## config.mk

```make
export PLATFORM = sky130hd
export DESIGN_NAME = shifter_right_seq
export DESIGN_NICKNAME = d
export VERILOG_FILES = /design/src/rtl/shifter_right_seq.sv
export SDC_FILE = /design/constraint.sdc
export NUM_CORES = 1
export LEC_CHECK = 0
export CAP_MARGIN = 15
export CORE_AREA = 2 2 55 57
export DETAILED_ROUTE_END_ITERATION = 6
export DIE_AREA = 0 0 57 59
export PLACE_DENSITY = 0.85
export SYNTH_ARGS = -nofsm -noshare
export SYNTH_HDL_FRONTEND = slang
export SYNTH_SLANG_ARGS = --single-unit
```

## constraint.sdc

```tcl
create_clock -name clk -period 2.1 [get_ports clk]
set_input_delay 0.42 -clock clk [delete_from_list [all_inputs] [get_ports clk]]
set_output_delay 0.42 -clock clk [all_outputs]
set_load 0.02 [all_outputs]
```

## src/rtl/shifter_right_seq.sv

```systemverilog
// Purpose : sequential sign-magnitude right shifter, one magnitude bit per clock.
// Latency : start accepted at edge T -> o_done in cycle T+1+k, k = min(|B|, N-1); k = 0 on error.
// Backpressure: none; in_start is ignored (not queued) while o_busy is high.
//
// Ports:
//   clk, rst       - clock and synchronous active-high reset
//   in_start       - request pulse, only sampled in IDLE
//   in_a, in_b     - operand and shift amount, sign-magnitude (bit N-1 = sign)
//   o_out          - registered result, sign-magnitude (0 on error)
//   o_ERR          - registered, last operation had a negative shift amount
//   o_inexact      - registered, a 1-bit was shifted out of the magnitude
//   o_busy         - high whenever the FSM is not IDLE
//   o_done         - one-cycle pulse; result outputs are valid from this cycle
module shifter_right_seq #(
  parameter int N = 8
) (
  input  logic         clk,
  input  logic         rst,
  input  logic         in_start,
  input  logic [N-1:0] in_a,
  input  logic [N-1:0] in_b,
  output logic [N-1:0] o_out,
  output logic         o_ERR,
  output logic         o_inexact,
  output logic         o_busy,
  output logic         o_done
);

  // Count register only has to hold N-1 (the saturated shift count).
  localparam int CW = (N > 2) ? $clog2(N) : 1;

  localparam logic [1:0] ST_IDLE  = 2'd0;
  localparam logic [1:0] ST_SHIFT = 2'd1;
  localparam logic [1:0] ST_DONE  = 2'd2;

  localparam logic [N-2:0] MAX_SHIFT = (N-1)'(N - 1);
  localparam logic [CW-1:0] CNT_ONE  = CW'(1);

  logic [1:0]    state;
  logic          sign_a;
  logic [N-2:0]  mag;
  logic [CW-1:0] cnt;
  logic          sticky;

  logic [N-2:0]  b_mag;
  logic [CW-1:0] cnt_init;
  logic [N-2:0]  mag_next;
  logic          sticky_next;

  // Shift counts of N-1 or more all end with a zero magnitude, so clamp
  // the count; this also bounds the operation latency.
  assign b_mag       = in_b[N-2:0];
  assign cnt_init    = (b_mag >= MAX_SHIFT) ? CW'(N - 1) : CW'(b_mag);
  assign mag_next    = mag >> 1;
  assign sticky_next = sticky | mag[0];

  assign o_busy = (state != ST_IDLE);
  assign o_done = (state == ST_DONE);

  // Result registers are loaded on the edge that enters DONE, so they are
  // already valid in the o_done cycle and hold until the next DONE.
  always_ff @(posedge clk) begin
    if (rst) begin
      state     <= ST_IDLE;
      sign_a    <= 1'b0;
      mag       <= '0;
      cnt       <= '0;
      sticky    <= 1'b0;
      o_out     <= '0;
      o_ERR     <= 1'b0;
      o_inexact <= 1'b0;
    end else begin
      case (state)
        ST_IDLE: begin
          if (in_start) begin
            sign_a <= in_a[N-1];
            mag    <= in_a[N-2:0];
            cnt    <= cnt_init;
            sticky <= 1'b0;
            if (in_b[N-1]) begin
              // Any negative shift amount, including negative zero.
              state     <= ST_DONE;
              o_out     <= '0;
              o_ERR     <= 1'b1;
              o_inexact <= 1'b0;
            end else if (cnt_init == '0) begin
              state     <= ST_DONE;
              o_out     <= in_a;
              o_ERR     <= 1'b0;
              o_inexact <= 1'b0;
            end else begin
              state <= ST_SHIFT;
            end
          end
        end

        ST_SHIFT: begin
          sticky <= sticky_next;
          mag    <= mag_next;
          cnt    <= cnt - CNT_ONE;
          if (cnt == CNT_ONE) begin
            // Last shift: publish the post-shift values directly.
            state     <= ST_DONE;
            o_out     <= {sign_a, mag_next};
            o_ERR     <= 1'b0;
            o_inexact <= sticky_next;
          end
        end

        ST_DONE: begin
          state <= ST_IDLE;
        end

        default: begin
          state <= ST_IDLE;
        end
      endcase
    end
  end

endmodule

```

==> results.tsv <==
stage	metric	value	unit
drt	drtIter0Drc	49	
synth	synth_seq_cells	24	
power	p_leak	0.649	nW
clock_network	numCtsBuffers	3	
drt	num_vias	1191	
critical_path	critPathKind	input port to register	
synth	synthCells	150	
clock_network	cts_buffer_depth	2	
clock_network	cts_sinks	24	
drt	ant_nets	0	
critical_path	critPathBufInv	1	
sta	finalSetupViolCount	0	
clock_network	cts_hold_buf	0	
sta	rsz0062_at_grt	false	
synth	synth_cell_types	25	
final_layout	nFillCells	255	
drt	drtPass1Iterations	4	
sta	fmax	499	MHz
sta	clock_skew	4.77	ps
sta	hold_viol_final	0	
critical_path	critical_path.endpoint_type	register	
synth	synth_seq_area_share	38.0	%
clock_network	cts_max_level	1	
synth	synth_top_cell_by_area	dfxtp_1	
job	drv_cap	0	
sta	setup_tns	0	ps
synth	ys_warn_count	0	
floorplan	dieArea	3360	um2
clock_network	clock_tree.root_cell	clkbuf_4	
place	numPlacedInstances	210	
floorplan	start_util	46.7	%
synth	synth.area.top_cells	dfxtp_1, mux2_2, nor2b_1	
clock_network	tritoncts	built	
final_layout	antennaDiodeCount	0	
place	postPlaceCellArea	1630	um2
synth	synth_area	1260	um2
status	status	complete, no violations	
synth	synth_area_per_cell	8.43	um2
final_layout	syn_to_final_growth	30.8	%
global_routing	grt_pass1_wl	4.91	mm
place	numPortBuffers	30	
sta	worst_pin_slew	529	ps
critical_path	cp_top_family	simple AND/OR/NAND/NOR gates	
critical_path	required	2300	ps
sta	slew_headroom	64.7	%
drt	drc	0	
critical_path	max_stage_delay	560	ps
critical_path	worst_path_max_delay_cell	or4_4	
final_layout	layout-drive-gt1-share	14.3	%
floorplan	die_h	59	um
place	dpl.hpwl	2.23	mm
final_layout	seq_area	482	um2
global_routing	grt_max_degree	34	
synth	synth_nets	171	
power	pwr_density_cell	577	nW/um2
clock_network	clk_pin_slew	120	ps
sta	period_share	95.5	%
power	power	0.955	mW
clock_network	postCtsSetupRepairBufs	0	
sta	maxSlewViolCount	0	
global_routing	grt.total_usage	18.5	%
critical_path	arrival	2210	ps
global_routing	antenna_found_initial	0	
final_layout	layout.cells.non_filler	213	
critical_path	critPathLaunchType	input port	
drt	avgViaCountPerCell	5.59	
sta	fin_crit	2010	ps
global_routing	grt_overflow_total	0	
place	globalplace.congestion	0.776	
synth	synth_top_area_share	38.0	%
floorplan	die_w	57	um
final_layout	multi_input_area	743	um2
power	max-vdd-ir-drop	0.436	mV
floorplan	io_pins	31	
drt	finalWirelength	3.00	mm
floorplan	core	2710	um2
clock_network	cts_resized	1	
clock_network	clk_latency	310	ps
critical_path	cp_cell_sequence	clkdlybuf4s50_1, or4_4, o41ai_4, nand2_4, mux2_2	
critical_path	crit_fanout	10	
global_routing	grt_pass1_vias	1158	
floorplan	rows	19	
min_path	hold_class	register to register	
final_layout	post-route-cell-area	1650	um2
drt	wl_per_cell	14.1	um
final_layout	final_nets	205	
## flip-flops by register name, summed over array words and instances (netlist names)
register / cells
sticky: 1
mag: 7
state: 2
sign_a: 1
o_out: 8
o_ERR: 1
cnt: 3
o_inexact: 1
## cells in the final DEF, fill, tap and decap left out, drive strengths merged, types with 2 or more instances in the layout
cell	instances
clkbuf	3
dfxtp	24
buf	8
mux2	8
nand3b	10
or2	2
a21oi	17
inv	2
clkdlybuf4s50	30
nor2	13
nor2b	14
mux2i	2
ha	2
a311oi	6
nor3	2
nand2	17
o21ai	7
nand2b	8
## logic make-up (layout without fill, tap and decap cells)
group	Yosys count	after routing	share of synthesized area, %
compound gates	34	34	17.7
flops	24	24	38.0
mux	10	10	8.70
fa+ha+maj	2	2	1.98
buf+inv	11	43	3.26
simple gates	69	69	30.4
## Yosys cell counts, drive strengths merged
cell type	number
dfxtp	24
a21oi	17
nand2	17
nor2b	14
nor2	13
nand3b	10
clkbuf	8
mux2	8
nand2b	8
o21ai	7
a311oi	6
ha	2
inv	2
mux2i	2
nor3	2
or2	2
a21boi	1
a21o	1
a2bb2oi	1
buf	1
nor3b	1
o41ai	1
or4	1
or4b	1
## stage by stage
| step | utilization (%) | hold WS, ps | setup WS [ps] |
|---|---|---|---|
| finish | 61.0 | 464 | 94.2 |
| global route | 61.0 | 494 | 47.2 |
| CTS | 61.0 | 466 | 109 |
| detailed placement | 60.2 | 449 | -226 |
| global placement | 60.2 | 448 | -138 |
| floorplan | - | 436 | 321 |
## power by group
| part | leakage (nW) | internal [mW] | total (mW) | switching, mW |
|---|---|---|---|---|
| combinational | 0.438 | 0.128 | 0.249 | 0.120 |
| sequential | 0.197 | 0.488 | 0.510 | 0.0223 |
| clock | 0.0138 | 0.0670 | 0.196 | 0.129 |
| total | 0.649 | 0.683 | 0.955 | 0.272 |
## worst reg2reg max path: stages (launching register included)
cell and delay [ps]:
dfxtp_1 360, buf_4 190, nor2b_1 470, nand2_1 170, a311oi_1 300
## metal layers
layer  vias up  GRT usage, %  share of wire [%]
li1        583             -                  -
met1       558          21.0                 43
met2        40          34.0                 50
met3        10          3.06                4.9
met4         0          8.64                2.1
met5         -             0                  0
## path summary, 6_finish.rpt
check                           cells past startpoint        to  slack [ps]     start
worst max-delay path                                5  o_out[3]          90   in_b[3]
worst min-delay path                                2    cnt[1]         460    cnt[1]
worst max register to register                      4    mag[5]         510  state[0]
worst min register to register                      2    cnt[1]         460    cnt[1]
## final cells by class
class                      instances  share of cell area, %
multi-input combinational        115                   44.9
sequential                        24                   29.1
timing repair buffer              38                   21.8
tap                               31                   2.34
clock buffer                       3                   1.36
inverter                           2                  0.454
Note: power is estimated with default switching activity, not from simulation.
